File: src/rtl/uart_rx_os_if.sv
// Read-side handshake bundle of the oversampling UART receiver.
// The receiver is the master (presents the FIFO head); the consumer is the slave.
interface uart_rx_os_if #(
  parameter int DATA_BITS = 8
);
  logic [DATA_BITS-1:0] rd_data;
  logic                 rd_parity_err;
  logic                 rd_frame_err;
  logic                 rd_valid;
  logic                 rd_ready;

  modport master (
    output rd_data, rd_parity_err, rd_frame_err, rd_valid,
    input  rd_ready
  );

  modport slave (
    input  rd_data, rd_parity_err, rd_frame_err, rd_valid,
    output rd_ready
  );
endinterface

File: src/rtl/uart_rx_os.sv
// Oversampling UART receiver: 2-flop input synchroniser, tick generator,
// majority-vote bit sampling, runtime frame format, break/overrun detection
// and a first-word-fall-through receive FIFO with per-entry error tags.
module uart_rx_os #(
  parameter int DATA_BITS  = 8,
  parameter int OVERSAMPLE = 16,
  parameter int FIFO_DEPTH = 16,
  parameter int DIV_W      = 16
) (
  input  logic                          clk,
  input  logic                          rst,
  input  logic [DIV_W-1:0]              baud_divisor,
  input  logic [1:0]                    stop_bits,
  input  logic                          parity_en,
  input  logic                          parity_odd,
  input  logic                          rx,
  input  logic                          clr_overrun,
  uart_rx_os_if.master                  rd,
  output logic [$clog2(FIFO_DEPTH):0]   fifo_count,
  output logic                          overrun,
  output logic                          break_det
);

  localparam int PTR_W = $clog2(FIFO_DEPTH);
  localparam int CNT_W = PTR_W + 1;
  localparam int SC_W  = $clog2(OVERSAMPLE);
  localparam int BIT_W = $clog2(DATA_BITS);
  localparam int ENT_W = DATA_BITS + 2;

  localparam logic [SC_W-1:0]  SC_LO    = SC_W'(OVERSAMPLE/2 - 1);
  localparam logic [SC_W-1:0]  SC_MID   = SC_W'(OVERSAMPLE/2);
  localparam logic [SC_W-1:0]  SC_HI    = SC_W'(OVERSAMPLE/2 + 1);
  localparam logic [SC_W-1:0]  SC_END   = SC_W'(OVERSAMPLE - 1);
  localparam logic [BIT_W-1:0] BIT_LAST = BIT_W'(DATA_BITS - 1);
  localparam logic [CNT_W-1:0] CNT_FULL = CNT_W'(FIFO_DEPTH);

  typedef enum logic [2:0] {
    ST_IDLE,
    ST_START,
    ST_DATA,
    ST_PARITY,
    ST_STOP
  } state_t;

  state_t               state;
  logic                 rx_meta, rx_sync;
  logic [DIV_W-1:0]     div_cnt, div_last;
  logic                 tick;
  logic [SC_W-1:0]      sc;
  logic [BIT_W-1:0]     bit_idx;
  logic                 stop_idx;
  logic [DATA_BITS-1:0] shreg;
  logic                 s_lo, s_mid, vote;
  logic                 par_bit, perr, ferr_acc, stop0_zero, wait_high;
  logic                 cfg_two_stop, cfg_par_en, cfg_odd;
  logic                 stop_last, first_stop_zero, is_break, commit_now;
  logic [ENT_W-1:0]     wr_word, head;

  logic [ENT_W-1:0]     mem [FIFO_DEPTH];
  logic [PTR_W-1:0]     wr_ptr, rd_ptr;
  logic                 rd_fire, full, wr_en, drop;

  // Bring the asynchronous serial line into the clk domain; idle level is 1.
  always_ff @(posedge clk or posedge rst) begin
    if (rst) begin
      rx_meta <= 1'b1;
      rx_sync <= 1'b1;
    end else begin
      rx_meta <= rx;
      rx_sync <= rx_meta;
    end
  end

  // Oversample tick: wrap detection uses >= so a live divisor decrease cannot strand the counter.
  always_comb begin
    div_last = (baud_divisor == '0) ? '0 : baud_divisor - 1'b1;
    tick     = (div_cnt >= div_last);
  end

  // Free-running tick counter.
  always_ff @(posedge clk or posedge rst) begin
    if (rst)       div_cnt <= '0;
    else if (tick) div_cnt <= '0;
    else           div_cnt <= div_cnt + 1'b1;
  end

  // Vote, commit and break qualification for the current tick.
  always_comb begin
    vote            = (s_lo & s_mid) | (s_lo & rx_sync) | (s_mid & rx_sync);
    stop_last       = !cfg_two_stop || stop_idx;
    first_stop_zero = stop_idx ? stop0_zero : !vote;
    is_break        = (shreg == '0) && (!cfg_par_en || !par_bit) && first_stop_zero;
    commit_now      = tick && (state == ST_STOP) && (sc == SC_HI) && stop_last;
    wr_word         = {perr, ferr_acc | !vote, shreg};
  end

  // Frame FSM: the commit happens on the last stop bit's final vote sample, mid-bit.
  always_ff @(posedge clk or posedge rst) begin
    if (rst) begin
      state        <= ST_IDLE;
      sc           <= '0;
      bit_idx      <= '0;
      stop_idx     <= 1'b0;
      shreg        <= '0;
      s_lo         <= 1'b1;
      s_mid        <= 1'b1;
      par_bit      <= 1'b0;
      perr         <= 1'b0;
      ferr_acc     <= 1'b0;
      stop0_zero   <= 1'b0;
      wait_high    <= 1'b0;
      cfg_two_stop <= 1'b0;
      cfg_par_en   <= 1'b0;
      cfg_odd      <= 1'b0;
      break_det    <= 1'b0;
    end else begin
      break_det <= 1'b0;
      if (tick) begin
        if (state != ST_IDLE) begin
          sc <= (sc == SC_END) ? '0 : sc + 1'b1;
          if (sc == SC_LO)  s_lo  <= rx_sync;
          if (sc == SC_MID) s_mid <= rx_sync;
        end
        case (state)
          ST_IDLE: begin
            if (wait_high) begin
              if (rx_sync) wait_high <= 1'b0;
            end else if (!rx_sync) begin
              state        <= ST_START;
              sc           <= '0;
              bit_idx      <= '0;
              stop_idx     <= 1'b0;
              perr         <= 1'b0;
              ferr_acc     <= 1'b0;
              cfg_two_stop <= (stop_bits == 2'd2);
              cfg_par_en   <= parity_en;
              cfg_odd      <= parity_odd;
            end
          end
          ST_START: begin
            if (sc == SC_HI && vote)  state <= ST_IDLE;
            else if (sc == SC_END)    state <= ST_DATA;
          end
          ST_DATA: begin
            if (sc == SC_HI) shreg <= {vote, shreg[DATA_BITS-1:1]};
            if (sc == SC_END) begin
              if (bit_idx == BIT_LAST) state <= cfg_par_en ? ST_PARITY : ST_STOP;
              else                     bit_idx <= bit_idx + 1'b1;
            end
          end
          ST_PARITY: begin
            if (sc == SC_HI) begin
              par_bit <= vote;
              perr    <= vote ^ (^shreg) ^ cfg_odd;
            end else if (sc == SC_END) begin
              state <= ST_STOP;
            end
          end
          ST_STOP: begin
            if (sc == SC_HI) begin
              if (!vote)          ferr_acc   <= 1'b1;
              if (!stop_idx)      stop0_zero <= !vote;
              if (stop_last) begin
                state     <= ST_IDLE;
                break_det <= is_break;
                wait_high <= is_break;
              end
            end else if (sc == SC_END) begin
              stop_idx <= 1'b1;
            end
          end
          default: state <= ST_IDLE;
        endcase
      end
    end
  end

  // FIFO control: a write into a full FIFO is only accepted alongside a read.
  always_comb begin
    rd_fire = rd.rd_valid && rd.rd_ready;
    full    = (fifo_count == CNT_FULL);
    wr_en   = commit_now && (!full || rd_fire);
    drop    = commit_now && full && !rd_fire;
  end

  // Entry storage.
  always_ff @(posedge clk) begin
    if (wr_en) mem[wr_ptr] <= wr_word;
  end

  // Pointers, occupancy and sticky overrun (set beats clear).
  always_ff @(posedge clk or posedge rst) begin
    if (rst) begin
      wr_ptr     <= '0;
      rd_ptr     <= '0;
      fifo_count <= '0;
      overrun    <= 1'b0;
    end else begin
      if (wr_en)   wr_ptr <= wr_ptr + 1'b1;
      if (rd_fire) rd_ptr <= rd_ptr + 1'b1;
      case ({wr_en, rd_fire})
        2'b10:   fifo_count <= fifo_count + 1'b1;
        2'b01:   fifo_count <= fifo_count - 1'b1;
        default: fifo_count <= fifo_count;
      endcase
      if (drop)             overrun <= 1'b1;
      else if (clr_overrun) overrun <= 1'b0;
    end
  end

  // First-word fall-through head; outputs forced to zero while empty.
  always_comb begin
    head             = mem[rd_ptr];
    rd.rd_valid      = (fifo_count != '0);
    rd.rd_data       = rd.rd_valid ? head[DATA_BITS-1:0] : '0;
    rd.rd_frame_err  = rd.rd_valid & head[DATA_BITS];
    rd.rd_parity_err = rd.rd_valid & head[DATA_BITS+1];
  end

endmodule

File: src/flat_wrapper.sv
// flat-port wrapper written by rule: the top's interface ports become plain ports
module uart_rx_os_flat 
#(
  parameter int DATA_BITS  = 8,
  parameter int OVERSAMPLE = 16,
  parameter int FIFO_DEPTH = 16,
  parameter int DIV_W      = 16
)
  (clk, rst, baud_divisor, stop_bits, parity_en, parity_odd, rx, clr_overrun, fifo_count, overrun, break_det, rd_rd_data, rd_rd_parity_err, rd_rd_frame_err, rd_rd_valid, rd_rd_ready);
  uart_rx_os_if #(.DATA_BITS(DATA_BITS)) rd_i ();
  input  logic clk;
  input  logic rst;
  input  logic [DIV_W-1:0] baud_divisor;
  input  logic [1:0] stop_bits;
  input  logic parity_en;
  input  logic parity_odd;
  input  logic rx;
  input  logic clr_overrun;
  output logic [$clog2(FIFO_DEPTH):0] fifo_count;
  output logic overrun;
  output logic break_det;
  output wire logic [$bits(rd_i.rd_data)-1:0] rd_rd_data;
  output wire logic [$bits(rd_i.rd_parity_err)-1:0] rd_rd_parity_err;
  output wire logic [$bits(rd_i.rd_frame_err)-1:0] rd_rd_frame_err;
  output wire logic [$bits(rd_i.rd_valid)-1:0] rd_rd_valid;
  input wire logic [$bits(rd_i.rd_ready)-1:0] rd_rd_ready;
  assign rd_rd_data = rd_i.rd_data;
  assign rd_rd_parity_err = rd_i.rd_parity_err;
  assign rd_rd_frame_err = rd_i.rd_frame_err;
  assign rd_rd_valid = rd_i.rd_valid;
  assign rd_i.rd_ready = rd_rd_ready;
  uart_rx_os #(.DATA_BITS(DATA_BITS), .OVERSAMPLE(OVERSAMPLE), .FIFO_DEPTH(FIFO_DEPTH), .DIV_W(DIV_W)) u_core (.clk(clk), .rst(rst), .baud_divisor(baud_divisor), .stop_bits(stop_bits), .parity_en(parity_en), .parity_odd(parity_odd), .rx(rx), .clr_overrun(clr_overrun), .rd(rd_i), .fifo_count(fifo_count), .overrun(overrun), .break_det(break_det));
endmodule
File: config.mk
export PLATFORM = sky130hd
export DESIGN_NAME = uart_rx_os_flat
export DESIGN_NICKNAME = d
export VERILOG_FILES = /design/src/rtl/uart_rx_os_if.sv /design/src/rtl/uart_rx_os.sv /design/src/flat_wrapper.sv
export SDC_FILE = /design/constraint.sdc
export NUM_CORES = 1
export LEC_CHECK = 0
export CAP_MARGIN = 15
export CELL_PAD_IN_SITES_DETAIL_PLACEMENT = 2
export CELL_PAD_IN_SITES_GLOBAL_PLACEMENT = 2
export CORE_UTILIZATION = 41
export DETAILED_ROUTE_END_ITERATION = 10
export PLACE_DENSITY_LB_ADDON = 0.1
export SETUP_SLACK_MARGIN = 0.2
export SYNTH_ARGS = -nofsm -noshare
export SYNTH_HDL_FRONTEND = slang
export SYNTH_SLANG_ARGS = --single-unit
File: constraint.sdc
create_clock -name clk -period 3.55 [get_ports clk]
set_clock_uncertainty 0.15 [all_clocks]
set_input_delay 0.71 -clock clk [delete_from_list [all_inputs] [get_ports clk]]
set_output_delay 0.71 -clock clk [all_outputs]
set_load 0.1 [all_outputs]
==> results.cfg <==
[logic_synthesis]
synth_area_leaders = edfxtp_1 47%, dfrtp_1 14%, mux4_2 11%
synth_compound_area_share_pct = 3.74
synthArstFlopShare_pct = 27.9
yosys.area_share.simple_pct = 9.87
synth_flop_cell = edfxtp_1
synth-edff-count = 160
synth_fa_ha_area_share_pct = 4.73
synth_area_mm2 = 0.0101
synthCells = 657
yosysWarningCount = 0
ys_seq_area_share_pct = 62.7
synth-seq-cells = 222
avgSynthCellArea_um2 = 15.4
synth_top_family_by_area = multiplexers
synth.distinct_cells = 62
syn-num-nets = 719
muxShareOfSynthArea_pct = 13.5
yosysTopAreaCellShare_pct = 47.3
synthXorXnorAreaFrac_pct = 3.54
netlist.top_cell.by_area = edfxtp_1

[worst_setup_path]
critPathTopFamily = simple AND/OR/NAND/NOR gates
cp.required_ns = 3.80
cp.arrival_ns = 4.40
criticalPathCategory = primary input to flop
crit_top_cell = nand4_1
max_stage_delay_ns = 0.41
critical_path_buf_inv_count = 2
path_max_fanout = 5
worst_setup_path_start_kind = primary input
critical_path.endpoint_type = flop
r2r_slack_ns = 0.17
path_cells = buf_8 -> nor4_4 -> and3_4 -> nand2_2 -> xnor2_1 -> nand2_1 -> ha_4 -> nand4_1 -> nor2_2 -> a2111oi_4 -> nand3_4 -> a21oi_4 -> inv_2 -> fa_2 -> nor2b_1 -> o21ai_1 -> nand2b_1 -> nor3_1 -> mux2i_1 -> nand4_1
cp_slowest_cell = a2111oi_4

[layout]
drive_gt1_share_pct = 43.6
final_area_mm2 = 0.0140
final_net_count = 890
area_growth_pct = 37.5
nFillCells = 2114
final_cells = 1171
final_cell_mix = 160 x edfxtp_1, 68 x buf_4, 57 x dfrtp_1
mostFrequentLayoutCell = edfxtp_1

[sta]
finalSetupViolCount = 199
fin_ws_ns = -0.598
slew_headroom_pct = 27.0
max_freq_mhz = 241
slew_violations = 0
fin_crit_sh_pct = 117
final_hold_viol_count = 0
finalCriticalPeriod_ns = 4.15
rsz0062_at_grt = yes
finalSetupTns_ns = -81.27
worst_slew_pin_slew_ns = 1.08

[min_path]
hold_path.class = flop to flop

[outcome]
status = finished with violations
violations = setup timing

[route]
wire_per_inst_um = 28.7
ant_nets = 0
firstDrtPassIters = 4
viasPerCell = 5.68
drc = 0
num_vias = 6654
finalWirelength_mm = 33.6
drt_iter0_drc = 356

[global_routing]
met3_usage_pct = 3.93
grt_usage_pct = 25.3
grt_antenna_before_repair = 2
grt_pass1_vias = 7472
gr-total-overflow = 0
grt_max_degree = 44
globalRoute.busiestLayer = met2
grt_pass1_wl_mm = 47.4
grt_util_met1_pct = 31.0
grt_util_met2_pct = 46.4

[placed_design]
dpl.cell_count = 1061
place.gp.congestion = 0.810
hpwlAfterDp_mm = 19.1
portBuffers = 42
placed_area_mm2 = 0.0117

[clock_network]
clk_latency_ns = 0.54
clk_pin_slew_ns = 0.06
clockBufferDepth = 3
cts.sinks = 222
cts_tree = yes
numCtsBuffers = 25
cts.htree.levels = 1
cts-root-buf = clkbuf_16
ctsHoldBuffers = 0

[power]
power_w = 0.00937
peakVddDrop_uv = 683
p_per_area_mw_per_mm2 = 671
power.leakage_nw = 5.02

[die]
dieHeight_um = 159
start_util_pct = 41.7
io_pins = 43
die_area_mm2 = 0.0254
core_area_mm2 = 0.0243
die_w_um = 159
fp-row-count = 57

[run]
maxCapViolations = 0
## area by class of cell
class / instances / area, um^2 / area share (%)
flip-flops and latches: 222 / 6360 / 45.6
multi-input cells: 399 / 4440 / 31.8
repair buffers: 154 / 1720 / 12.3
clock buffers: 32 / 692 / 4.96
well taps: 324 / 405 / 2.91
clock inverters: 13 / 234 / 1.68
inverters: 26 / 97.6 / 0.700
diodes: 1 / 2.50 / 0.0179
## synthesized netlist by cell type (all sizes together) (5+ instances only)
cell type,instances
edfxtp,160
dfrtp,58
mux4,50
nor2,37
ha,36
nand2,36
inv,26
xnor2,24
nand3,18
xor2,17
nor2b,16
and2,14
nor3,12
a21oi,11
buf,11
clkbuf,11
mux2,11
mux2i,11
nand4,10
o21ai,10
and3,8
nand2b,8
nor4,6
and4,5
## path summary, 6_finish.rpt
check / start / endpoint / depth (start not counted)
setup reg to reg: u_core.div_cnt[13]$_DFF_PP0_ / u_core.fifo_count[4]$_DFFE_PP0P_ / 14
hold reg to reg: u_core.rx_meta$_DFF_PP1_ / u_core.rx_sync$_DFF_PP1_ / 0
hold / removal: u_core.rx_meta$_DFF_PP1_ / u_core.rx_sync$_DFF_PP1_ / 0
min in group asynchronous: rst / u_core.state[2]$_DFFE_PP0P_ / 2
max in group asynchronous: rst / u_core.div_cnt[14]$_DFF_PP0_ / 3
setup / recovery: baud_divisor[8] / u_core.fifo_count[4]$_DFFE_PP0P_ / 20
## per-stage QoR
stage                     hold WS [ns]  util [%]  setup WS (ns)
after floorplan                  0.195         -         -0.798
after global placement           0.200      48.3          -1.32
after detailed placement         0.201      48.3          -1.61
after CTS                        0.210      54.6         -0.440
after global routing             0.213      57.4         -0.781
final                            0.212      57.4         -0.598
## registers in the layout, indices dropped and copies added, names as in the netlist, 3 cells and up
name               flops
u_core.mem           160
u_core.state           3
u_core.sc              4
u_core.div_cnt        16
u_core.shreg           8
u_core.wr_ptr          4
u_core.fifo_count      5
u_core.rd_ptr          4
u_core.bit_idx         3
## kinds of logic after synthesis
kind of cell             Yosys count
AO/OA/AOI/OAI                     53
XOR/XNOR                          41
adder cells (fa/ha/maj)           38
buffers and inverters             48
flip-flops                       222
multiplexers                      72
AND/OR/NAND/NOR                  183
## power breakdown
group	internal, W	total, W	switching [W]
Clock	0.00182	0.00295	0.00113
Sequential	0.00295	0.00330	0.000352
Combinational	0.00147	0.00312	0.00165
Total	0.00624	0.00937	0.00313
## worst register-to-register path, delay by kind of cell, from the launching register on
family	cells	cell delay (ns)
AOI/OAI and AO/OA	5	1.10
adders and majority gates	2	0.63
buffers and inverters	1	0.06
DFF	1	0.46
muxes	1	0.14
and+or+nand+nor	5	0.71
## routing by layer
metal | vias to the layer above | routed length (um)
met4 | 2 | 843
met5 | - | 13
li1 | 2890 | -
met1 | 3517 | 13100
met3 | 59 | 1410
met2 | 186 | 18200
## repair_timing
item                                    in CTS  in global routing
setup buffers                               22                 20
resized for setup                          132                 74
cloned                                      14                  8
pin swaps                                   48                 35
hold endpoints to repair                     0                  0
endpoints found under the setup margin     226                227
No activity file was read; power rests on OpenSTA's default activity.
